### src/rtl/tdm_pkg.sv
// Shared constants and FIFO entry type for the TDM ingress multiplexer.
package tdm_pkg;

    localparam int unsigned NUM_QUEUES = 10;
    localparam int unsigned DATA_WIDTH = 8;
    localparam int unsigned FIFO_DEPTH = 16;
    localparam int unsigned SLOT_W     = $clog2(NUM_QUEUES);

    typedef struct packed {
        logic                  sop;
        logic [DATA_WIDTH-1:0] data;
    } tdm_entry_t;

endpackage

### src/rtl/tdm_port_fifo.sv
// Per-port synchronous FIFO holding {sop, data} entries; registered head, no fall-through.
module tdm_port_fifo
    import tdm_pkg::*;
#(
    parameter int unsigned DEPTH = FIFO_DEPTH
) (
    input  logic       clk,
    input  logic       rst,
    input  logic       push_i,
    input  tdm_entry_t wdata_i,
    input  logic       pop_i,
    output tdm_entry_t rdata_o,
    output logic       full_o,
    output logic       empty_o
);

    localparam int unsigned PtrW = $clog2(DEPTH);
    localparam int unsigned CntW = PtrW + 1;

    tdm_entry_t      mem_q [DEPTH];
    logic [PtrW-1:0] wr_ptr_q, wr_ptr_d;
    logic [PtrW-1:0] rd_ptr_q, rd_ptr_d;
    logic [CntW-1:0] count_q, count_d;
    logic            do_push, do_pop;

    assign full_o  = (count_q == CntW'(DEPTH));
    assign empty_o = (count_q == '0);
    assign do_push = push_i && !full_o;
    assign do_pop  = pop_i && !empty_o;
    assign rdata_o = mem_q[rd_ptr_q];

    always_comb begin
        wr_ptr_d = wr_ptr_q;
        rd_ptr_d = rd_ptr_q;
        count_d  = count_q;
        if (do_push) begin
            wr_ptr_d = wr_ptr_q + PtrW'(1);
        end
        if (do_pop) begin
            rd_ptr_d = rd_ptr_q + PtrW'(1);
        end
        unique case ({do_push, do_pop})
            2'b10:   count_d = count_q + CntW'(1);
            2'b01:   count_d = count_q - CntW'(1);
            default: count_d = count_q;
        endcase
    end

    always_ff @(posedge clk) begin
        if (rst) begin
            wr_ptr_q <= '0;
            rd_ptr_q <= '0;
            count_q  <= '0;
        end else begin
            wr_ptr_q <= wr_ptr_d;
            rd_ptr_q <= rd_ptr_d;
            count_q  <= count_d;
        end
    end

    // Storage needs no reset: pointers define what is valid.
    always_ff @(posedge clk) begin
        if (do_push) begin
            mem_q[wr_ptr_q] <= wdata_i;
        end
    end

endmodule

### src/rtl/tdm_ingress_mux.sv
// Buffers per-port byte streams and serialises them onto one TDM lane, one slot per port.
module tdm_ingress_mux #(
    parameter int unsigned NUM_QUEUES = tdm_pkg::NUM_QUEUES,
    parameter int unsigned DATA_WIDTH = tdm_pkg::DATA_WIDTH,
    parameter int unsigned FIFO_DEPTH = tdm_pkg::FIFO_DEPTH
) (
    input  logic                             clk,
    input  logic                             rst,
    input  logic                             en,
    input  logic [NUM_QUEUES-1:0]            port_valid,
    input  logic [NUM_QUEUES-1:0]            port_sop,
    input  logic [NUM_QUEUES*DATA_WIDTH-1:0] port_data,
    output logic [NUM_QUEUES-1:0]            port_ready,
    output logic                             tx_valid,
    output logic                             tx_new_packet,
    output logic [DATA_WIDTH-1:0]            tx_data,
    output logic [$clog2(NUM_QUEUES)-1:0]    tx_slot,
    output logic                             tx_frame_start
);

    import tdm_pkg::tdm_entry_t;

    localparam int unsigned SlotW = $clog2(NUM_QUEUES);

    logic [SlotW-1:0]      slot_q, slot_d;
    logic [NUM_QUEUES-1:0] full, empty, pop;
    tdm_entry_t            wdata [NUM_QUEUES];
    tdm_entry_t            head  [NUM_QUEUES];
    tdm_entry_t            sel_entry;
    logic                  sel_empty;

    logic                  tx_valid_d, tx_new_packet_d, tx_frame_start_d;
    logic [DATA_WIDTH-1:0] tx_data_d;
    logic [SlotW-1:0]      tx_slot_d;

    for (genvar i = 0; i < NUM_QUEUES; i++) begin : g_port
        assign wdata[i] = '{sop: port_sop[i], data: port_data[i*DATA_WIDTH +: DATA_WIDTH]};
        assign pop[i]   = en && (slot_q == SlotW'(i));

        tdm_port_fifo #(
            .DEPTH (FIFO_DEPTH)
        ) u_fifo (
            .clk     (clk),
            .rst     (rst),
            .push_i  (port_valid[i]),
            .wdata_i (wdata[i]),
            .pop_i   (pop[i]),
            .rdata_o (head[i]),
            .full_o  (full[i]),
            .empty_o (empty[i])
        );
    end

    assign port_ready = ~full;

    always_comb begin
        sel_entry = '0;
        sel_empty = 1'b1;
        for (int i = 0; i < NUM_QUEUES; i++) begin
            if (slot_q == SlotW'(i)) begin
                sel_entry = head[i];
                sel_empty = empty[i];
            end
        end
    end

    // en low yields an idle beat and freezes the slot position.
    always_comb begin
        slot_d           = slot_q;
        tx_valid_d       = 1'b0;
        tx_new_packet_d  = 1'b0;
        tx_data_d        = '0;
        tx_slot_d        = tx_slot;
        tx_frame_start_d = 1'b0;
        if (en) begin
            slot_d           = (slot_q == SlotW'(NUM_QUEUES - 1)) ? '0 : slot_q + SlotW'(1);
            tx_valid_d       = !sel_empty;
            tx_new_packet_d  = !sel_empty && sel_entry.sop;
            tx_data_d        = sel_empty ? '0 : sel_entry.data;
            tx_slot_d        = slot_q;
            tx_frame_start_d = (slot_q == '0);
        end
    end

    always_ff @(posedge clk) begin
        if (rst) begin
            slot_q         <= '0;
            tx_valid       <= 1'b0;
            tx_new_packet  <= 1'b0;
            tx_data        <= '0;
            tx_slot        <= '0;
            tx_frame_start <= 1'b0;
        end else begin
            slot_q         <= slot_d;
            tx_valid       <= tx_valid_d;
            tx_new_packet  <= tx_new_packet_d;
            tx_data        <= tx_data_d;
            tx_slot        <= tx_slot_d;
            tx_frame_start <= tx_frame_start_d;
        end
    end

endmodule

### config.mk
export PLATFORM = sky130hd
export DESIGN_NAME = tdm_ingress_mux
export DESIGN_NICKNAME = d
export VERILOG_FILES = /design/src/rtl/tdm_pkg.sv /design/src/rtl/tdm_port_fifo.sv /design/src/rtl/tdm_ingress_mux.sv
export SDC_FILE = /design/constraint.sdc
export NUM_CORES = 2
export LEC_CHECK = 0
export ABC_AREA = 1
export CORE_MARGIN = 5
export CORE_UTILIZATION = 36
export CTS_BUF_LIST = sky130_fd_sc_hd__clkbuf_4 sky130_fd_sc_hd__clkbuf_8
export DETAILED_ROUTE_END_ITERATION = 10
export HOLD_SLACK_MARGIN = 0.15
export MAX_ROUTING_LAYER = met4
export SYNTH_ARGS = -nofsm -noshare
export SYNTH_HDL_FRONTEND = slang
export SYNTH_HIERARCHICAL = 1
export SYNTH_SLANG_ARGS = --single-unit
### constraint.sdc
create_clock -name clk -period 4.4 [get_ports clk]
set_clock_uncertainty 0.2 [all_clocks]
set_input_delay 0.66 -clock clk [delete_from_list [all_inputs] [get_ports clk]]
set_output_delay 0.66 -clock clk [all_outputs]
set_load 0.05 [all_outputs]
==> flow_summary.toml <==
[synthesis]
synth-seq-area-share = 0.683
synth_top_family_by_area = "compound AO/OA/AOI/OAI gates"
synthAdderAreaFrac = 0.0142
synth_compound_gate_area_share = 0.107
async_reset_ff_frac = 0
syn_area_per_cell_um2 = 12.5
synth-simple-area-share = 0.0814
ys_ff_latch = 1629
synth_nets = 5671
netlist_area_um2 = 68900
synthFlopType = "edfxtp_1"
postSynthCellCount = 5490
yosysWarnings = 6
synthMuxAreaShare = 0.0523
synth_cell_type_count = 41
synth_edf_count = 1440
synth-xor-area-share = 0.00687

[floorplanning]
start_util = 0.362
ioPinCount = 128
std_cell_rows = 160
fp.coreArea_um2 = 190000
die_y_um = 447
die_w_um = 447
dieArea_um2 = 200000

[worst_setup_path]
critPathMostFrequentCell = "inv_1"
crit_path_start_kind = "flop"
end_kind = "output port"
path_class = "reg -> out"
worstPathRequired_ns = 3.54
cp_slowest_cell = "clkdlybuf4s50_1"
cp.arrival_ns = 2.77
critPathMaxFanout = 5
max_stage_delay_ns = 0.85
critPathTopFamily = "buffers and inverters"
cp_cell_sequence = "nor2_2 -> nand3_2 -> inv_1 -> inv_1 -> clkdlybuf4s50_1"
cp_num_buf_inv = 3

[place]
placedCellCount = 7949
place_congestion = 0.840
dp_hpwl_um = 104000
portBuffers = 127
pre_cts_ws_ns = 0.617

[global_route]
gr-usage-all-layers = 0.166
grt_overflow_total = 0
grt_pass1_vias = 41900
antenna_found_initial = 16
grt_pass1_wl_um = 250000
grt_max_degree = 87

[power]
vdd_drop_max_uv = 315
total_power_mw = 34.2
p_leak_nw = 26.9
power_per_cell_area_nw_per_um2 = 436

[drt]
ant_nets = 0
vias = 42500
vias_per_cell = 5.02
drt_iter0_markers = 3180
wl_per_cell_um = 19.4
drc_errors = 0
drtPass1Iterations = 6
drt-total-wl_um = 164000

[clock_network]
cts_setup_buffers = 0
path_clk_slew_ns = 0.06
numClockSinks = 1629
htree_levels = 5
clkLatencyLatePin_ns = 1.01
cts_buffers = 294
cts_tree = "built"
clock_path_buffers = 4
clockRootBuffer = "clkbuf_8"

[finish]
multi_input_area_um2 = 18000
layout-drive-gt1-share = 0.117
seqCellArea_um2 = 47100
fin_nets = 5918
synthToLayoutAreaGrowth_pct = 13.9
final_cell_mix = "edfxtp_1, inv_1, o21ai_0"
stdcell_count = 8468
fill_cells = 17700
final_common_cell = "edfxtp_1"

[timing]
tightest_slew_ns = 1.16
worst_slack_ns = 0.774
hold_viol = 0
setup_violations = 0
clock.fmax_mhz = 276
setup_tns_ns = 0
maxSlewHeadroom = 0.222
period_share = 0.824
rsz0062_at_grt = "false"
drv_slew = 0
post-route-min-period_ns = 3.63
whs_ns = 0.279

[flow_run]
maxCapViolations = 0

[outcome]
status = "complete, no violations"

[hold_path]
hold_path.class = "in -> reg"
final timing paths:
kind,end,slack [ns],depth (start not counted),from
max reg2reg,tx_data[3],0.90,13,flop
min reg2reg,tx_slot[0],0.29,2,tx_slot[0]
min,g_port[9].u_fifo/wr_ptr_q[1],0.28,3,port_valid[9]
max,port_ready[5],0.77,5,g_port[5].u_fifo/count_q[1]
repair_timing:
action	CTS	global route
gates resized for setup	0	0
endpoints found under the setup margin	0	0
endpoints found under the hold margin	67	0
hold buffers	3	0
routing by layer:
layer | vias to the layer above | share of wire | track usage
met5 | - | 0 | -
met4 | 0 | 0.031 | 0.0609
met3 | 295 | 0.053 | 0.0316
met2 | 1153 | 0.48 | 0.267
met1 | 20800 | 0.43 | 0.210
li1 | 20300 | - | -
report_power, final:
| part | internal (mW) | switching [mW] | total, mW |
|---|---|---|---|
| Combinational | 0.870 | 1.93 | 2.80 |
| Sequential | 17.2 | 0.303 | 17.5 |
| Clock | 7.93 | 5.97 | 13.9 |
cell families after synthesis:
group,count (synthesis)
buf+inv,945
mux,360
simple gates,1178
flops,1629
compound gates,1246
xor+xnor,54
fa+ha+maj,78
tightest hold or removal path: cells and delay by family:
kind	cells	cell delay, ns
AND/OR/NAND/NOR	1	0.15
buffers and inverters	1	0.49
AO/OA/AOI/OAI	1	0.08
per-stage QoR:
| step | instance area [µm²] | util |
|---|---|---|
| floorplan | 68900 | - |
| global placement | 72700 | 0.382 |
| detailed placement | 72700 | 0.382 |
| CTS | 78500 | 0.413 |
| global route | 78500 | 0.413 |
| finish | 78500 | 0.413 |
state kept, by name, summed over array words and instances (netlist names), named ones only:
register                flops
tx_valid                    1
tx_slot                     4
g_port.u_fifo/rd_ptr_q     40
g_port.u_fifo/mem_q      1440
g_port.u_fifo/wr_ptr_q     40
g_port.u_fifo/count_q      50
slot_q                      4
tx_frame_start              1
tx_data                     8
tx_new_packet               1
cells in the mapped netlist, types with 23 or more instances:
master / count / share of area
nand3_2: 23 / 0.0033
o21ai_0: 415 / 0.030
nand2_1: 345 / 0.019
inv_1: 649 / 0.035
buf_2: 81 / 0.0059
a21oi_1: 413 / 0.030
nand2_4: 23 / 0.0038
o211ai_1: 361 / 0.039
ha_1: 78 / 0.014
a211oi_1: 24 / 0.0026
nand3_1: 239 / 0.017
buf_4: 30 / 0.0033
nor3b_1: 55 / 0.0060
buf_1: 23 / 0.0013
nor2_2: 27 / 0.0025
mux2i_1: 360 / 0.052
nor3_1: 29 / 0.0021
nor2_1: 351 / 0.019
xor2_1: 43 / 0.0055
clkbuf_1: 114 / 0.0062
edfxtp_1: 1440 / 0.63
dfxtp_1: 189 / 0.055
nand4_1: 33 / 0.0030
final cells by class:
class,instances,area share
sequential,1629,0.600
multi-input combinational,2916,0.229
clock buffer,433,0.0661
tap,2511,0.0400
inverter,685,0.0330
timing repair buffer,211,0.0250
clock inverter,71,0.00660
antenna,12,0.000383
(Power assumes the default switching activity.)
